--- src/rtl/cdr_link_pkg.sv ---
// Shared types and constants for the CDR link: baud NCO defaults, TX frame states
// and the bit-to-level mapping used by the NRZ transmitter.
package cdr_link_pkg;

  localparam int unsigned PHASE_BITS    = 32;
  localparam logic [31:0] FCW_NOM       = 32'h8000_0000;
  localparam logic [15:0] SYNC_WORD_DEF = 16'hF628;

  // s(b): +1 for a one, -1 for a zero
  localparam logic signed [1:0] SymPos = 2'sd1;
  localparam logic signed [1:0] SymNeg = -2'sd1;

  typedef enum logic [2:0] {
    StIdle,
    StPreamble,
    StSync,
    StPayload,
    StTail
  } tx_state_e;

  function automatic logic signed [9:0] sym_level(logic b, logic signed [9:0] amp);
    logic signed [1:0] s;
    s = b ? SymPos : SymNeg;
    return 10'(s) * amp;
  endfunction

  function automatic logic signed [7:0] sat8(logic signed [9:0] v);
    if (v > 10'sd127) return 8'sd127;
    if (v < -10'sd127) return -8'sd127;
    return v[7:0];
  endfunction

endpackage

--- src/rtl/nrz_baud_tx_if.sv ---
// Byte-wide valid/ready payload channel feeding the NRZ transmitter hold register.
interface nrz_baud_tx_if;

  logic [7:0] tx_data;
  logic       tx_last;
  logic       tx_valid;
  logic       tx_ready;

  modport master (
    output tx_data,
    output tx_last,
    output tx_valid,
    input  tx_ready
  );

  modport slave (
    input  tx_data,
    input  tx_last,
    input  tx_valid,
    output tx_ready
  );

endinterface

--- src/rtl/tx_baud_nco.sv ---
// Free-running phase-accumulator NCO; baud_tick strobes on the cycle the accumulator wraps.
module tx_baud_nco #(
  parameter int unsigned           PHASE_BITS = cdr_link_pkg::PHASE_BITS,
  parameter logic [PHASE_BITS-1:0] FCW        = PHASE_BITS'(cdr_link_pkg::FCW_NOM)
) (
  input  logic clk,
  input  logic rst_n,
  output logic baud_tick
);

  logic [PHASE_BITS-1:0] phase_q, phase_d;

  assign phase_d   = phase_q + FCW;
  assign baud_tick = phase_d < phase_q;

  always_ff @(posedge clk or negedge rst_n) begin
    if (!rst_n) begin
      phase_q <= '0;
    end else begin
      phase_q <= phase_d;
    end
  end

endmodule

--- src/rtl/nrz_baud_tx.sv ---
// NRZ frame transmitter: preamble, sync word, handshaked payload and quiet tail,
// emitted one symbol per baud tick with 2-tap de-emphasis on the signed line sample.
module nrz_baud_tx #(
  parameter int unsigned           PHASE_BITS   = cdr_link_pkg::PHASE_BITS,
  parameter logic [PHASE_BITS-1:0] FCW          = PHASE_BITS'(cdr_link_pkg::FCW_NOM),
  parameter int                    AMP          = 64,
  parameter int unsigned           DEEMPH_SHIFT = 2,
  parameter int unsigned           PREAMBLE_LEN = 32,
  parameter logic [15:0]           SYNC_WORD    = cdr_link_pkg::SYNC_WORD_DEF,
  parameter int unsigned           TAIL_LEN     = 4
) (
  input  logic               clk,
  input  logic               rst_n,
  input  logic               start,
  nrz_baud_tx_if.slave       tx,
  output logic               baud_tick,
  output logic signed [7:0]  y_n,
  output logic               d_tx,
  output logic               busy,
  output logic               underrun
);

  import cdr_link_pkg::*;

  localparam logic signed [9:0] Main     = 10'(AMP);
  localparam logic signed [9:0] Post     = 10'(AMP >>> DEEMPH_SHIFT);
  localparam logic [15:0]       PreLast  = 16'(PREAMBLE_LEN - 1);
  localparam logic [15:0]       TailLast = 16'(TAIL_LEN - 1);

  tx_state_e         state_q, state_d;
  logic [15:0]       cnt_q, cnt_d;
  logic [7:0]        sr_q, sr_d;
  logic              sr_last_q, sr_last_d;
  logic              hold_full_q, hold_full_d;
  logic [7:0]        hold_data_q, hold_data_d;
  logic              hold_last_q, hold_last_d;
  logic              last_seen_q, last_seen_d;
  logic              underrun_q, underrun_d;
  logic              d_tx_q, d_tx_d;
  logic              prev_act_q, prev_act_d;
  logic signed [7:0] y_q, y_d;
  logic              busy_q, busy_d;

  logic              tx_ready_int;
  logic              xfer;
  logic              sym_act;
  logic              sym_bit;
  logic              handoff;
  logic signed [9:0] post_term;

  tx_baud_nco #(
    .PHASE_BITS (PHASE_BITS),
    .FCW        (FCW)
  ) u_nco (
    .clk       (clk),
    .rst_n     (rst_n),
    .baud_tick (baud_tick)
  );

  assign tx_ready_int = !hold_full_q && !last_seen_q &&
                        (state_q == StPreamble || state_q == StSync || state_q == StPayload);
  assign tx.tx_ready  = tx_ready_int;
  assign xfer         = tx.tx_valid && tx_ready_int;

  always_comb begin
    state_d     = state_q;
    cnt_d       = cnt_q;
    sr_d        = sr_q;
    sr_last_d   = sr_last_q;
    hold_full_d = hold_full_q;
    hold_data_d = hold_data_q;
    hold_last_d = hold_last_q;
    last_seen_d = last_seen_q;
    underrun_d  = underrun_q;
    d_tx_d      = d_tx_q;
    prev_act_d  = prev_act_q;
    y_d         = y_q;
    busy_d      = busy_q;
    sym_act     = 1'b0;
    sym_bit     = 1'b0;
    handoff     = 1'b0;
    post_term   = '0;

    // Transfers are not tick-gated; the hold can never be full and accepting at once.
    if (xfer) begin
      hold_full_d = 1'b1;
      hold_data_d = tx.tx_data;
      hold_last_d = tx.tx_last;
      if (tx.tx_last) last_seen_d = 1'b1;
    end

    if (baud_tick) begin
      unique case (state_q)
        StIdle: begin
          if (start) begin
            sym_act     = 1'b1;
            sym_bit     = 1'b1;
            underrun_d  = 1'b0;
            last_seen_d = 1'b0;
            hold_full_d = 1'b0;
            cnt_d       = 16'd1;
            state_d     = StPreamble;
          end
        end
        StPreamble: begin
          sym_act = 1'b1;
          sym_bit = ~cnt_q[0];
          if (cnt_q == PreLast) begin
            cnt_d   = '0;
            state_d = StSync;
          end else begin
            cnt_d = cnt_q + 16'd1;
          end
        end
        StSync: begin
          sym_act = 1'b1;
          sym_bit = SYNC_WORD[~cnt_q[3:0]];
          if (cnt_q[3:0] == 4'd15) handoff = 1'b1;
          else                     cnt_d   = cnt_q + 16'd1;
        end
        StPayload: begin
          sym_act = 1'b1;
          sym_bit = sr_q[7];
          sr_d    = {sr_q[6:0], 1'b0};
          if (cnt_q[2:0] == 3'd7) begin
            if (sr_last_q) begin
              cnt_d   = '0;
              state_d = StTail;
            end else begin
              handoff = 1'b1;
            end
          end else begin
            cnt_d = cnt_q + 16'd1;
          end
        end
        StTail: begin
          if (cnt_q == TailLast) state_d = StIdle;
          else                   cnt_d   = cnt_q + 16'd1;
        end
        default: state_d = StIdle;
      endcase

      if (handoff) begin
        cnt_d = '0;
        if (hold_full_q) begin
          sr_d        = hold_data_q;
          sr_last_d   = hold_last_q;
          hold_full_d = 1'b0;
          state_d     = StPayload;
        end else begin
          underrun_d = 1'b1;
          state_d    = StTail;
        end
      end

      // Post-cursor only follows a driven UI; quiet UIs carry no history.
      if (prev_act_q) post_term = sym_level(d_tx_q, Post);
      y_d        = sym_act ? sat8(sym_level(sym_bit, Main) - post_term) : 8'sd0;
      d_tx_d     = sym_act && sym_bit;
      prev_act_d = sym_act;
      busy_d     = (state_d != StIdle);
    end
  end

  always_ff @(posedge clk or negedge rst_n) begin
    if (!rst_n) begin
      state_q     <= StIdle;
      cnt_q       <= '0;
      sr_q        <= '0;
      sr_last_q   <= 1'b0;
      hold_full_q <= 1'b0;
      hold_data_q <= '0;
      hold_last_q <= 1'b0;
      last_seen_q <= 1'b0;
      underrun_q  <= 1'b0;
      d_tx_q      <= 1'b0;
      prev_act_q  <= 1'b0;
      y_q         <= '0;
      busy_q      <= 1'b0;
    end else begin
      state_q     <= state_d;
      cnt_q       <= cnt_d;
      sr_q        <= sr_d;
      sr_last_q   <= sr_last_d;
      hold_full_q <= hold_full_d;
      hold_data_q <= hold_data_d;
      hold_last_q <= hold_last_d;
      last_seen_q <= last_seen_d;
      underrun_q  <= underrun_d;
      d_tx_q      <= d_tx_d;
      prev_act_q  <= prev_act_d;
      y_q         <= y_d;
      busy_q      <= busy_d;
    end
  end

  assign y_n      = y_q;
  assign d_tx     = d_tx_q;
  assign busy     = busy_q;
  assign underrun = underrun_q;

endmodule

--- src/flat_wrapper.sv ---
// flat-port wrapper written by rule: the top's interface ports become plain ports
module nrz_baud_tx_flat import cdr_link_pkg::*;
#(
  parameter int unsigned           PHASE_BITS   = cdr_link_pkg::PHASE_BITS,
  parameter logic [PHASE_BITS-1:0] FCW          = PHASE_BITS'(cdr_link_pkg::FCW_NOM),
  parameter int                    AMP          = 64,
  parameter int unsigned           DEEMPH_SHIFT = 2,
  parameter int unsigned           PREAMBLE_LEN = 32,
  parameter logic [15:0]           SYNC_WORD    = cdr_link_pkg::SYNC_WORD_DEF,
  parameter int unsigned           TAIL_LEN     = 4
)
  (clk, rst_n, start, baud_tick, y_n, d_tx, busy, underrun, tx_tx_data, tx_tx_last, tx_tx_valid, tx_tx_ready);
  nrz_baud_tx_if tx_i ();
  input  logic clk;
  input  logic rst_n;
  input  logic start;
  output logic baud_tick;
  output logic signed [7:0] y_n;
  output logic d_tx;
  output logic busy;
  output logic underrun;
  input wire logic [$bits(tx_i.tx_data)-1:0] tx_tx_data;
  input wire logic [$bits(tx_i.tx_last)-1:0] tx_tx_last;
  input wire logic [$bits(tx_i.tx_valid)-1:0] tx_tx_valid;
  output wire logic [$bits(tx_i.tx_ready)-1:0] tx_tx_ready;
  assign tx_i.tx_data = tx_tx_data;
  assign tx_i.tx_last = tx_tx_last;
  assign tx_i.tx_valid = tx_tx_valid;
  assign tx_tx_ready = tx_i.tx_ready;
  nrz_baud_tx #(.PHASE_BITS(PHASE_BITS), .FCW(FCW), .AMP(AMP), .DEEMPH_SHIFT(DEEMPH_SHIFT), .PREAMBLE_LEN(PREAMBLE_LEN), .SYNC_WORD(SYNC_WORD), .TAIL_LEN(TAIL_LEN)) u_core (.clk(clk), .rst_n(rst_n), .start(start), .tx(tx_i), .baud_tick(baud_tick), .y_n(y_n), .d_tx(d_tx), .busy(busy), .underrun(underrun));
endmodule
--- config.mk ---
export PLATFORM = sky130hd
export DESIGN_NAME = nrz_baud_tx_flat
export DESIGN_NICKNAME = d
export VERILOG_FILES = /design/src/rtl/cdr_link_pkg.sv /design/src/rtl/nrz_baud_tx_if.sv /design/src/rtl/tx_baud_nco.sv /design/src/rtl/nrz_baud_tx.sv /design/src/flat_wrapper.sv
export SDC_FILE = /design/constraint.sdc
export NUM_CORES = 1
export LEC_CHECK = 0
export ABC_AREA = 1
export CORE_MARGIN = 2
export CORE_UTILIZATION = 57
export CTS_CLUSTER_DIAMETER = 30
export DETAILED_ROUTE_END_ITERATION = 6
export HOLD_SLACK_MARGIN = 0.06
export PLACE_DENSITY_LB_ADDON = 0.05
export SYNTH_ARGS = -nofsm -noshare
export SYNTH_HDL_FRONTEND = slang
export SYNTH_HIERARCHICAL = 1
export SYNTH_SLANG_ARGS = --single-unit
--- constraint.sdc ---
create_clock -name clk -period 4.7 [get_ports clk]
set_input_delay 1.41 -clock clk [delete_from_list [all_inputs] [get_ports clk]]
set_output_delay 1.41 -clock clk [all_outputs]
set_load 0.005 [all_outputs]
==> qor.yml, run 1 <==
drt:
  ant_nets: 0
  wl_per_cell_um: 12.4
  dr_total_vias: 2441
  drc_errors: 0
  totalWireLength_um: 5810
  dr.pass1.iters: 4
  vias_per_cell: 5.22
  drt_iter0_drc: 159
timing:
  fin_skew_ns: 0.0109
  tightest_slew_ns: 1.07
  fmax_mhz: 320
  fin_crit_sh_pct: 66.5
  setup_viol: 0
  slew_violations: 0
  report.final.hold_viol_count: 0
  final.setup.tns_ns: 0
  fin_ws_ns: 1.57
  slew-limit-headroom_pct: 28.4
  min_period_ns: 3.13
  rsz0062_at_grt: "false"
clock_tree:
  clockRootBuffer: "clkbuf_8"
  cts_tree: "yes"
  clock_sink_count: 50
  clk_latency_ns: 0.32
  path_clk_slew_ns: 0.11
  cts_buffers: 5
  htreeDepth: 2
  cts_hold_buffers: 0
  post-cts-setup-buffer-count: 0
  cts_resized: 0
  clockBufferDepth: 2
place:
  finalWeightedCongestion: 0.883
  pre_cts_slack_ns: 1.79
  port-buffer-count: 25
  post-dp-hpwl_um: 4260
global_routing:
  antenna_found_initial: 0
  grt_pass1_wl_um: 10100
  grt_max_degree: 51
  overflow: 0
  grt_use_total_pct: 24.3
  grt_pass1_vias: 2298
job:
  cap_violations: 0
layout:
  final_common_cell: "nand2_1"
  layout-drive-gt1-share_pct: 8.73
  final_cell_mix: "121 x nand2_1, 50 x dfrtp_1, 45 x inv_1, 42 x nor2_1, 24 x clkdlybuf4s50_1"
  fin_nets: 417
  area_growth_pct: 13.9
  fillerInstances: 420
  diodes: 0
logic_synthesis:
  ys_ff_latch: 50
  yosysSeqAreaShare_pct: 44.9
  yosys_warnings: 6
  avgSynthCellArea_um2: 7.45
  syn_area_um2: 2790
  synth_cell_types: 32
  netlist_instances: 374
  synth_nets: 391
min_path:
  min-delay-start: "u_core/hold_data_q[1]"
  holdPathEnd: "u_core/hold_data_q[1]"
  hold_path.class: "reg2reg"
  hold_depth: 2
floorplan:
  ios: 26
  die_h_um: 73.9
  design.die.area_um2: 5460
  core_um2: 4720
  start_util_pct: 59.0
  rows: 25
  die_w_um: 73.9
worst_setup_path:
  critPathArrivalTime_ns: 1.72
  r2r-end: "u_core/cnt_q[3]"
  required_ns: 3.29
  path_class: "reg2out"
  regToRegSetupSlack_ns: 2.69
  crit_chain: "inv_2, nand2_1, nor3_2, clkdlybuf4s50_1"
  reg2reg_from: "u_core/u_nco/phase_q[31]"
  path_buf_inv: 2
  cp_slowest_cell: "clkdlybuf4s50_1"
  critical_path.startpoint_type: "flop"
  critical_path_peak_fanout: 8
  worst_path_largest_cell_delay_ns: 0.52
  r2r.worst_path.cells: 6
  critPathTopFamily: "buffers and inverters"
  end_kind: "primary output"
power_and_ir_drop:
  leakagePower_nw: 1.58
  power.density_nw_per_um2: 228
  power_mw: 0.723
  irDropWorstVdd_uv: 211
status:
  status: "complete, no violations"
==> worst register-to-register path: cells and delay by family, from the launching register on <==
family	cells	cell delay (ns)
DFF	1	0.62
buffers and inverters	2	0.55
and+or+nand+nor	4	0.72
==> state kept, by name, summed over array words and instances, names as in the netlist <==
signal,flops
u_core/state_q,3
u_core/hold_full_q,1
u_core/sr_last_q,1
u_core/y_n,6
u_core/hold_last_q,1
u_core/cnt_q,16
u_core/u_nco/phase_q,1
u_core/prev_act_q,1
u_core/busy,1
u_core/hold_data_q,8
u_core/d_tx,1
u_core/sr_q,8
u_core/last_seen_q,1
u_core/underrun,1
==> cells by family after synthesis <==
group,after synthesis,synth area share [%]
DFF,50,44.9
and+or+nand+nor,224,36.4
buffers and inverters,58,8.49
adders and majority gates,4,1.80
AOI/OAI and AO/OA,38,8.36
==> final cells by class <==
type / count / area, um^2 / share of cell area, %
Sequential cell: 50 / 1250 / 39.4
Clock inverter: 3 / 28.8 / 0.907
Tap cell: 67 / 83.8 / 2.64
Timing Repair Buffer: 25 / 245 / 7.73
Inverter: 52 / 198 / 6.23
Clock buffer: 5 / 68.8 / 2.17
Multi-Input combinational cell: 266 / 1300 / 40.9
==> metrics by stage <==
| step | area (um^2) | hold slack, ns | util (%) | std cells |
|---|---|---|---|---|
| floorplan | 2790 | 0.442 | - | 374 |
| global placement | 3080 | 0.460 | 65.1 | 460 |
| detailed placement | 3080 | 0.463 | 65.1 | 460 |
| CTS | 3170 | 0.487 | 67.2 | 468 |
| global route | 3170 | 0.499 | 67.2 | 468 |
| finish | 3170 | 0.484 | 67.2 | 468 |
==> synthesized netlist by cell type (all sizes together) <==
cell | n | area, um^2
nand2 | 130 | 526
dfrtp | 50 | 1250
inv | 50 | 190
nor2 | 49 | 211
nand3 | 24 | 138
o21ai | 18 | 90.1
nand4 | 12 | 75.1
o211ai | 9 | 67.6
a21oi | 6 | 30.0
nor3 | 6 | 46.3
buf | 4 | 31.3
ha | 4 | 50.1
and2 | 3 | 18.8
clkbuf | 2 | 7.51
clkinv | 2 | 7.51
o21bai | 2 | 15.0
a211oi | 1 | 12.5
a41oi | 1 | 8.76
o2111ai | 1 | 8.76
==> worst max path at each step <==
stage                     depth (start not counted)  slack (ns)            endpoint               from
after CTS                                         4        1.55         tx_tx_ready  u_core/state_q[2]
after global routing                              4        1.44         tx_tx_ready  u_core/state_q[2]
after floorplan                                   8        2.51     u_core/cnt_q[8]              start
after detailed placement                          4        1.79  u_core/hold_full_q        tx_tx_valid
after global placement                            4        1.86  u_core/hold_full_q        tx_tx_valid
final                                             4        1.57         tx_tx_ready  u_core/state_q[2]
==> metal layers <==
layer	track usage, %	up-vias	share of wire [%]
met1	33.4	1144	49
met3	4.94	11	3.8
met2	38.7	41	46
li1	-	1245	-
met5	0	-	0
met4	7.47	0	1.6
==> power breakdown <==
group	internal, mW	switching (mW)
clock	0.112	0.164
combinational	0.00823	0.00925
sequential	0.430	0
Note: power is estimated with default switching activity, not from simulation.
==> run 2, diff against run 1 <==
==> constraint.sdc (replaced) <==
create_clock -name clk -period 3 [get_ports clk]
set_input_delay 0.9 -clock clk [delete_from_list [all_inputs] [get_ports clk]]
set_output_delay 0.9 -clock clk [all_outputs]
set_load 0.005 [all_outputs]
==> run 2 against run 1 <==
Design area is 0.51% higher. Critical endpoint unchanged. Critical path type unchanged. Largest power group unchanged. Final cell count is 0.43% higher. Global-route usage hardly changed. Sequential power is 57% higher. Wire length is 0.10% lower.
==> qor.yml, run 2 (synthesized netlist as in run 1, its figures left out) <==
timing:
  slew_violations: 0
  slew-limit-headroom_pct: 61.6
  fin_crit_sh_pct: 87.1
  fin_ws_ns: 0.387
  rsz0062_at_grt: "false"
  fin_skew_ns: 0.00904
  tightest_slew_ns: 0.576
  setup_viol: 0
  report.final.hold_viol_count: 0
  final.setup.tns_ns: 0
  min_period_ns: 2.61
  fmax_mhz: 383
layout:
  regMostFlops: "u_core/cnt_q"
  fillerInstances: 392
  top_regs: "u_core/cnt_q (16), u_core/hold_data_q (8), u_core/sr_q (8)"
  diodes: 0
  final_cell_mix: "121 x nand2_1, 50 x dfrtp_1, 45 x inv_1, 42 x nor2_1, 24 x clkdlybuf4s50_1"
  area_growth_pct: 14.5
  largest_register_ffs: 16
  fin_nets: 419
  final_common_cell: "nand2_1"
  finalNonFillerCells: 470
  layout-drive-gt1-share_pct: 8.93
drt:
  drt_iter0_drc: 193
  totalWireLength_um: 5800
  dr.pass1.iters: 4
  dr_wl_met3_um: 285
  wl_met1_um: 2790
  drc_errors: 0
  dr_wl_met2_um: 2670
  dr_total_vias: 2445
  ant_nets: 0
  highest_layer: "met4"
  vias_per_cell: 5.20
  wl_per_cell_um: 12.3
floorplan:
  ios: 26
  core_um2: 4720
  rows: 25
  die_w_um: 73.9
  design.die.area_um2: 5460
  start_util_pct: 59.0
  die_h_um: 73.9
place:
  post-dp-hpwl_um: 4370
  dp_cells: 462
  port-buffer-count: 25
  pre_cts_slack_ns: 0.636
  finalWeightedCongestion: 0.894
worst_setup_path:
  required_ns: 2.10
  critical_path_peak_fanout: 8
  critPathArrivalTime_ns: 1.71
  path_class: "reg2out"
  end_kind: "primary output"
  critical_path.startpoint_type: "flop"
clock_tree:
  clock_sink_count: 50
  post-cts-setup-buffer-count: 0
  clk_latency_ns: 0.30
  clockRootBuffer: "clkbuf_8"
  cts_hold_buffers: 0
  htreeDepth: 2
  cts_tree: "yes"
  cts_resized: 0
  clockBufferDepth: 2
  cts_buffers: 5
  path_clk_slew_ns: 0.09
power_and_ir_drop:
  irDropWorstVdd_uv: 267
  leakagePower_nw: 1.59
  power.density_nw_per_um2: 340
global_routing:
  grt_pass1_vias: 2239
  overflow: 0
  grt_pass1_wl_um: 10100
  grt_max_degree: 28
  antenna_found_initial: 0
  grt_use_total_pct: 24.2
min_path:
  hold_path.class: "reg2reg"
job:
  cap_violations: 0
status:
  status: "complete, no violations"
==> run 2: cell types whose count changed in the layout (fill, tap and decap cells not counted), sizes merged <==
| cell | change |
|---|---|
| inv | -2 |
| buf | +2 |
| clkinv | +1 |
| clkbuf | +1 |
==> run 2: layout make-up <==
cell class / instances / area (um^2) / area share, %
inverters: 52 / 198 / 6.20
clock inverters: 2 / 13.8 / 0.432
flip-flops and latches: 50 / 1250 / 39.2
multi-input cells: 266 / 1300 / 40.7
clock buffers: 6 / 72.6 / 2.28
repair buffers: 27 / 273 / 8.55
well taps: 67 / 83.8 / 2.63
==> run 2: final timing paths <==
kind,start,to,slack (ns),cells after the start
setup / recovery,u_core/state_q[2],tx_tx_ready,0.39,4
hold / removal,u_core/hold_data_q[1],u_core/hold_data_q[1],0.48,2
setup reg to reg,u_core/u_nco/phase_q[31],u_core/cnt_q[8],1.00,7
hold reg to reg,u_core/hold_data_q[1],u_core/hold_data_q[1],0.48,2
max in group asynchronous,rst_n,u_core/cnt_q[2],1.87,2
min in group asynchronous,rst_n,u_core/y_n[6],0.58,1
==> run 2: worst max-delay path, cell delays in order (launching register included) <==
cell and delay, ns:
dfrtp_1 0.47, inv_2 0.16, nand2_1 0.11, nor3_2 0.16, clkdlybuf4s50_1 0.53
==> run 2: per-layer routing <==
metal | vias up | GRT usage, %
li1 | 1243 | -
met1 | 1139 | 35.2
met2 | 59 | 37.2
met3 | 4 | 4.66
met4 | 0 | 6.87
met5 | - | 0
==> run 2: per-stage QoR <==
step                cell area [um^2]  power [mW]  util (%)  hold WS [ns]
floorplan                       2790       0.687         -         0.442
global placement                3100       0.718      65.7         0.458
detailed placement              3100       0.719      65.7         0.463
CTS                             3190        1.10      67.5         0.486
global route                    3190        1.13      67.5         0.512
finish                          3190        1.08      67.5         0.484
==> run 2: report_power, final <==
| group | internal (mW) | switching, mW | total (mW) | leakage, nW |
|---|---|---|---|---|
| Combinational | 0.0155 | 0.0154 | 0.0309 | 0.940 |
| Sequential | 0.673 | 0 | 0.673 | 0.609 |
| Clock | 0.165 | 0.214 | 0.379 | 0.0452 |
==> run 3, diff against run 2 <==
--- a/config.mk
+++ b/config.mk
@@ -6,6 +6,7 @@
 export NUM_CORES = 1
 export LEC_CHECK = 0
 export ABC_AREA = 1
+export ABC_CLOCK_PERIOD_IN_PS = 3000
 export CORE_MARGIN = 2
 export CORE_UTILIZATION = 57
 export CTS_CLUSTER_DIAMETER = 30
==> results of run 3 <==
The final DEF is identical to that of run 2; final timing and power are the same.
